`src/rtl/pw_capture_ctrl.sv`:
```
// Front-end sniff capture sequencer: arm, trigger, delay, then schedule
// DATA / TIME records into the sniff FIFO until length, abort or overflow.
//
// state   | meaning
// IDLE    | waiting for arm
// ARMED   | waiting for trigger
// DELAY   | counting trigger delay down to capture start
// CAPTURE | timestamping and writing data events
// DONE    | capture finished, counters held until next arm
module pw_capture_ctrl #(
    parameter int pTIMESTAMP_FULL_WIDTH  = 16,
    parameter int pTIMESTAMP_SHORT_WIDTH = 3,
    parameter int pCOUNT_WIDTH           = 16
) (
    input  logic                    fe_clk,
    input  logic                    reset_i,
    input  logic                    I_arm,
    input  logic                    I_abort,
    input  logic                    I_trigger,
    input  logic [pCOUNT_WIDTH-1:0] I_trigger_delay,
    input  logic [pCOUNT_WIDTH-1:0] I_capture_len,
    input  logic [7:0]              I_fe_data,
    input  logic                    I_fe_data_valid,
    input  logic                    I_fifo_full,
    output logic                    O_fifo_wr,
    output logic [17:0]             O_fifo_din,
    output logic                    O_capture_enable,
    output logic                    O_armed,
    output logic                    O_done,
    output logic                    O_overflow,
    output logic [pCOUNT_WIDTH-1:0] O_event_count
);
    localparam int F  = pTIMESTAMP_FULL_WIDTH;
    localparam int S  = pTIMESTAMP_SHORT_WIDTH;
    localparam int CW = pCOUNT_WIDTH;
    localparam logic [F-1:0] SHORT_MAX = F'((1 << S) - 1);

    typedef enum logic [2:0] {
        ST_IDLE,
        ST_ARMED,
        ST_DELAY,
        ST_CAPTURE,
        ST_DONE
    } state_t;

    state_t          state, state_nxt;
    logic [CW-1:0]   delay_cnt, delay_cnt_nxt;
    logic [F-1:0]    delta, delta_nxt;
    logic            pend_valid, pend_valid_nxt;
    logic [7:0]      pend_byte, pend_byte_nxt;
    logic            wr_nxt;
    logic [17:0]     din_nxt;
    logic            overflow_nxt;
    logic [CW-1:0]   count_nxt;
    logic            rec_valid;
    logic            rec_is_data;
    logic [17:0]     rec;
    logic            len_reached;

    assign len_reached = (I_capture_len != '0) && (O_event_count >= I_capture_len);

    always_comb begin
        state_nxt      = state;
        delay_cnt_nxt  = delay_cnt;
        delta_nxt      = (delta == {F{1'b1}}) ? delta : delta + 1'b1;
        pend_valid_nxt = pend_valid;
        pend_byte_nxt  = pend_byte;
        wr_nxt         = 1'b0;
        din_nxt        = '0;
        overflow_nxt   = O_overflow;
        count_nxt      = O_event_count;
        rec_valid      = 1'b0;
        rec_is_data    = 1'b0;
        rec            = '0;

        if (state != ST_CAPTURE)
            delta_nxt = '0;

        if (I_abort) begin
            state_nxt      = ST_IDLE;
            pend_valid_nxt = 1'b0;
        end else begin
            case (state)
                ST_IDLE, ST_DONE: begin
                    if (I_arm) begin
                        state_nxt    = ST_ARMED;
                        count_nxt    = '0;
                        overflow_nxt = 1'b0;
                    end
                end
                ST_ARMED: begin
                    if (I_trigger) begin
                        if (I_trigger_delay == '0) begin
                            state_nxt = ST_CAPTURE;
                        end else begin
                            state_nxt     = ST_DELAY;
                            delay_cnt_nxt = I_trigger_delay;
                        end
                    end
                end
                ST_DELAY: begin
                    if (delay_cnt <= CW'(1))
                        state_nxt = ST_CAPTURE;
                    else
                        delay_cnt_nxt = delay_cnt - 1'b1;
                end
                ST_CAPTURE: begin
                    if (len_reached) begin
                        state_nxt = ST_DONE;
                    end else begin
                        // A latched byte owns the write slot; a new event now is lost.
                        if (pend_valid) begin
                            rec_valid      = 1'b1;
                            rec_is_data    = 1'b1;
                            rec[15:8]      = pend_byte;
                            pend_valid_nxt = 1'b0;
                            if (I_fe_data_valid) begin
                                overflow_nxt = 1'b1;
                                state_nxt    = ST_DONE;
                            end
                        end else if (I_fe_data_valid) begin
                            rec_valid = 1'b1;
                            if (delta <= SHORT_MAX) begin
                                rec_is_data  = 1'b1;
                                rec[15:8]    = I_fe_data;
                                rec[S-1:0]   = delta[S-1:0];
                            end else begin
                                rec[17:16]     = 2'b10;
                                rec[F-1:0]     = delta;
                                pend_valid_nxt = 1'b1;
                                pend_byte_nxt  = I_fe_data;
                            end
                        end
                        if (rec_valid) begin
                            if (I_fifo_full) begin
                                overflow_nxt   = 1'b1;
                                state_nxt      = ST_DONE;
                                pend_valid_nxt = 1'b0;
                            end else begin
                                wr_nxt  = 1'b1;
                                din_nxt = rec;
                                if (rec_is_data) begin
                                    delta_nxt = F'(1);
                                    count_nxt = (O_event_count == {CW{1'b1}}) ?
                                                O_event_count : O_event_count + 1'b1;
                                end
                            end
                        end
                    end
                end
                default: state_nxt = ST_IDLE;
            endcase
        end
    end

    always_ff @(posedge fe_clk) begin
        if (reset_i) begin
            state            <= ST_IDLE;
            delay_cnt        <= '0;
            delta            <= '0;
            pend_valid       <= 1'b0;
            pend_byte        <= '0;
            O_fifo_wr        <= 1'b0;
            O_fifo_din       <= '0;
            O_capture_enable <= 1'b0;
            O_armed          <= 1'b0;
            O_done           <= 1'b0;
            O_overflow       <= 1'b0;
            O_event_count    <= '0;
        end else begin
            state            <= state_nxt;
            delay_cnt        <= delay_cnt_nxt;
            delta            <= delta_nxt;
            pend_valid       <= pend_valid_nxt;
            pend_byte        <= pend_byte_nxt;
            O_fifo_wr        <= wr_nxt;
            O_fifo_din       <= din_nxt;
            O_capture_enable <= (state_nxt == ST_CAPTURE);
            O_armed          <= (state_nxt == ST_ARMED) || (state_nxt == ST_DELAY);
            O_done           <= (state_nxt == ST_DONE);
            O_overflow       <= overflow_nxt;
            O_event_count    <= count_nxt;
        end
    end
endmodule

```
`config.mk`:
```
export PLATFORM = sky130hd
export DESIGN_NAME = pw_capture_ctrl
export DESIGN_NICKNAME = d
export VERILOG_FILES = /design/src/rtl/pw_capture_ctrl.sv
export SDC_FILE = /design/constraint.sdc
export NUM_CORES = 1
export LEC_CHECK = 0
export BUFFER_PORTS_ARGS = -buffer_cell sky130_fd_sc_hd__buf_4
export CAP_MARGIN = 20
export CORE_MARGIN = 8
export CORE_UTILIZATION = 40
export CTS_CLUSTER_DIAMETER = 50
export DETAILED_ROUTE_END_ITERATION = 8
export PLACE_DENSITY = 0.74
export RECOVER_POWER = 100
export SYNTH_ARGS = -nofsm -noshare
export SYNTH_HDL_FRONTEND = slang
export SYNTH_SLANG_ARGS = --single-unit
```
`constraint.sdc`:
```
create_clock -name fe_clk -period 2.4 [get_ports fe_clk]
set_input_delay 0.36 -clock fe_clk [delete_from_list [all_inputs] [get_ports fe_clk]]
set_output_delay 0.36 -clock fe_clk [all_outputs]
set_load 0.02 [all_outputs]
```
### Word-level counts from Yosys, hierarchy flattened

Index checks and enable logic that the tools add are counted.

* register bits after elaboration: 83
* bits of input ports: 47

* $add $sub $neg: 3
* magnitude comparators: 3
* equality and inequality tests: 20
* mux-type cells: 59
* bitwise logic cells: 7
* reduce and logical (&&, ||, !) cells: 18

Operators with widths (number)
* 16-bit 2-to-1 mux: 18
* 16-bit one-hot mux with 2 select lines: 2
* 16-bit by 1-bit adder with 16-bit output (second input constant): 2
* 16-bit == test (second input constant): 2
* 3-bit 2-to-1 mux: 9
* 1-bit 2-to-1 mux: 24
* 2-bit inequality test (second input constant): 9
* 16-bit >= comparator: 1
* 16-bit by 1-bit less-or-equal comparator with 1-bit output (second input constant): 1
* 16-bit by 3-bit less-or-equal comparator with 1-bit output (second input constant): 1
* 16-bit zero test: 1
* 8-bit 2-to-1 mux: 2
* 16-bit nonzero test: 1
* 16-bit by 1-bit subtractor with 16-bit output (second input constant): 1
* 3-bit by 2-bit == test with 1-bit output (second input constant): 4
* 3-bit one-hot mux with 4 select lines: 1
* 9-bit OR reduction: 1
* 8-bit AND reduction: 1
* 8-bit OR reduction: 1
* 1-bit NOT: 7
* 3-bit by 1-bit == test with 1-bit output (second input constant): 2
* 3-bit == test (second input constant): 2
* 6-bit AND reduction: 1
* 6-bit OR reduction: 1
* 13 further kinds: 15

### Logic depth before layout (Yosys ltp)

* word-level depth: 13
* depth in mapped cells: 9

### Least setup slack after synthesis

Ideal clock, no wire load.

* path type: register to register
* start point: register O_event_count[13]
* end point: register O_event_count[6]
* setup time: 70 ps
* data arrival time: 2668 ps
* required time: 2330 ps
* setup slack: -339 ps
* cell stages (with the launch flop): 9
* buffers on the path: 1
* period minus slack after synthesis: 2739 ps
* cells stage by stage: dfxtp_1 ha_1 a21o_1 a21o_1 a2111o_1 o31a_1 buf_6 or4_1 a21oi_1

* word-level cells in the longest chain between the ends: 4

RTL lines
* from (decl): RTL line 31 `output logic [pCOUNT_WIDTH-1:0] O_event_count`
* from (signal assigned): RTL line 182 `O_event_count <= count_nxt;`
* 16-bit >= comparator: RTL line 60 `assign len_reached = (I_capture_len != '0) && (O_event_count >= I_capture_len);`
* 1-bit logical AND: RTL line 60
* 2-bit inequality test (no source line)
* 8-bit AND reduction (no source line) (*)

Every way passes the cells marked *; elsewhere a longest branch is shown, timed or not.
A chain may end at the register's enable or synchronous reset.

### Worst setup path after layout

Same ends and word-level chain as after synthesis.

==> results.md <==
* Outcome: finished, violations left
* Failing checks: negative setup slack
* All-Layer GR Usage at 0.185
* Setup slack after layout at -0.152 ns
* Period utilisation layout at 1.06
* Core area at 10,900 um^2
* Max Buffers Root-to-Sink at 2
* FFs w/ async S/R, synth at 0
* Rows at 38
* GR Overflow Total at 0
* Worst setup skew after layout at 0.00890 ns
* DRC Markers at 0
* End of the critical path: O_event_count[6]$_SDFFE_PP0P_
* Count of pins over their slew limit at 0
* Hold WC Path Type: in -> reg
* Critical Path Start: O_event_count[13]$_SDFFE_PP0P_
* R2R Path Start: O_event_count[13]$_SDFFE_PP0P_
* Yosys warning total at 0
* Routed vias/inst at 5.74
* Total of max-cap violations at 0
* Final Wtd Congestion at 0.865
* RR Endpoint: O_event_count[6]$_SDFFE_PP0P_
* CTS tree: built
* Number of setup violations in the final report at 26
* Final hold slack at 0.283 ns
* Synth Net Count at 653
* Initial antenna violation count at 0
* Pleak at 0.00234 uW
* TritonRoute pass-1 iters at 5
* Routed wire length per instance at 16.3 um
* Max VDD drop at 309 uV
* Clock-pin slew on the worst setup and hold paths at 0.06 ns
* Startpoint Class: register
* N_diodes at 0
* Port bufs at 84
* Layout area overhead at 32.4%
* Die area at 14,900 um^2
* DRT iter0 DRCs at 317
* Num CTS Buffers at 9
* Synthesized area at 4500 um^2
* Initial Utilization at 0.412
* Critical path endpoint category: register
* Number of hold buffers added after CTS at 0
* H-Tree Depth at 3
* Post-route ant nets at 0
* Via count at 4,843
* Fmax at 392 MHz
* Sink Count at 82
* Avg Inst Size Synth at 7.68 um^2
* Final hold vios at 0
* Crit path time final at 2.55 ns
* Worst relative slew slack at 0.561
* WP data arrival at 2.82 ns
* RSZ-0062 raised after global routing: yes
* Clock latency on the worst-skew pair at 0.34 ns
* Clock root buffer: clkbuf_16
* Number of synthesized flops with an enable pin at 0
* Synth Register Bits at 82
* Boundary Pins at 86
* Cells on worst reg2reg path at 8
* Die W at 122 um
* PwrDens at 519 nW/um^2
* Detailed Place HPWL at 9.91 mm
* Total negative setup slack at -1.37 ns
* Final wirelength at 13.7 mm
* Crit-path max FO at 7
* Actual slew at the worst max-slew pin at 0.656 ns
* Die extent in y at 122 um
* Share of layout cells above drive strength 1 at 0.228
* Post-synthesis sequential area ratio at 0.365
* Nets at 765
* Unique masters post-synth at 56
* Most used DFF post-synth: dfxtp_1
* Pin count of the biggest net entering global routing at 37
* First-pass GRT wire length at 22.6 mm
* Critical path class: reg -> reg
* Flop2flop setup slack at -0.15 ns
* Syn Inst Count at 586
* Req. time, crit path at 2.67 ns
* Number of global-route vias before repair at 4,714
repair_timing:
| action | CTS | global route |
|---|---|---|
| buffers inserted | 0 | 1 |
| gates resized for setup | 12 | 20 |
| setup endpoints to repair | 51 | 66 |
| pin swaps | 16 | 13 |
| gates cloned | 2 | 0 |
critical path, stage by stage, from the launching register on:
cell      delay (ns)
dfxtp_4         0.36
ha_4            0.23
a21o_1          0.15
a21o_1          0.15
a2111o_1        0.45
o31a_4          0.43
buf_6           0.15
or4_4           0.42
a21oi_2         0.15
layout by cell type, fill, tap and decap left out, types with 7 or more instances in the layout:
cell type   n
ha_1       19
or4_1       9
and2_1     10
a21o_1      7
a21oi_1    65
nor3_1     17
buf_4      99
nand4_1     9
nand2_1    51
nor2_1     62
o31ai_1    12
o21ai_0    33
inv_1      22
xor2_1      7
clkbuf_1   25
nand3_1    37
clkbuf_16   9
nand2b_1    7
dfxtp_1    76
nor4_1     10
and3_1     10
logic make-up (layout without fill, tap and decap cells):
kind of cell	Yosys count	in the layout	synth area share
fa+ha+maj	21	21	0.0578
buf+inv	53	168	0.0475
mux	4	4	0.00889
other cells	1	1	0.000833
xor+xnor	10	10	0.0195
simple gates	261	261	0.299
flops	82	82	0.365
compound gates	154	156	0.202
report_power, final:
group,switching (uW),total [uW],internal [uW]
sequential,10.1,1380,1370
combinational,170,309,140
clock,592,1410,813
total,772,3090,2320
sequential cells by signal, summed over array words and instances (netlist names):
| signal | cells |
|---|---|
| O_fifo_din | 17 |
| O_event_count | 16 |
| delay_cnt | 16 |
| delta | 16 |
| pend_byte | 8 |
| state | 3 |
| O_armed | 1 |
| O_capture_enable | 1 |
| O_done | 1 |
| O_fifo_wr | 1 |
| O_overflow | 1 |
| pend_valid | 1 |
synthesized netlist by cell type (3+ instances only):
cell type	instances	area share
xnor2_1	3	0.0058
a21o_1	7	0.012
nand3b_1	3	0.0050
o21ai_0	33	0.037
ha_1	20	0.056
inv_1	23	0.019
nor4_1	10	0.014
dfxtp_1	82	0.36
buf_2	3	0.0033
nor2b_1	3	0.0042
nor2_1	62	0.052
and4_1	3	0.0058
nor3_1	20	0.022
a21oi_1	70	0.078
a31oi_1	6	0.0083
or2_2	5	0.0069
xor2_1	7	0.014
nand2b_1	7	0.0097
and2_1	10	0.014
a211oi_1	6	0.010
o31ai_1	15	0.025
and3_1	10	0.014
or4_1	14	0.023
clkbuf_1	25	0.021
nand4_1	9	0.013
nand3_1	37	0.041
or3_1	5	0.0069
nor4b_1	3	0.0058
mux2i_1	4	0.0089
nand2_1	51	0.043
how the worst min path moves through the flow:
| stage | slack [ns] | cells after the start | endpoint | from |
|---|---|---|---|---|
| finish | 0.28 | 3 | O_fifo_wr$_SDFF_PP0_ | I_fe_data_valid |
| global route | 0.29 | 3 | pend_byte[0]$_SDFFE_PP0P_ | I_fe_data[0] |
| CTS | 0.27 | 3 | O_fifo_wr$_SDFF_PP0_ | I_fe_data_valid |
| detailed placement | 0.47 | 2 | pend_byte[4]$_SDFFE_PP0P_ | pend_byte[4]$_SDFFE_PP0P_ |
| global placement | 0.46 | 2 | pend_byte[7]$_SDFFE_PP0P_ | pend_byte[7]$_SDFFE_PP0P_ |
| floorplan | 0.44 | 2 | O_fifo_din[2]$_SDFF_PP0_ | delta[2]$_SDFF_PP0_ |
cell type report:
cell class / instances / area, um^2
Clock inverter: 7 / 78.8
Clock buffer: 9 / 225
Inverter: 23 / 86.3
Sequential cell: 82 / 1650
Tap cell: 140 / 175
Timing Repair Buffer: 129 / 907
Multi-Input combinational cell: 453 / 2840
Fill cell: 1018 / 4970
routing by layer:
metal  track usage  vias up  share of wire
met5             0        -              0
met4        0.0777        0          0.020
met3        0.0467       24          0.067
met2         0.314      167           0.50
met1         0.219     2292           0.41
li1              -     2360              -
metrics by stage:
| step | cells | setup WS [ns] | utilization | instance area [um^2] | total power [uW] |
|---|---|---|---|---|---|
| after floorplan | 586 | 0.00531 | - | 4530 | 1570 |
| after global placement | 823 | -0.317 | 0.508 | 5560 | 1700 |
| after detailed placement | 823 | -0.371 | 0.508 | 5560 | 1700 |
| after CTS | 841 | -0.125 | 0.543 | 5940 | 3100 |
| after global routing | 843 | -0.199 | 0.545 | 5960 | 3200 |
| final | 843 | -0.152 | 0.545 | 5960 | 3090 |
Power figures use the tool's default switching activity.
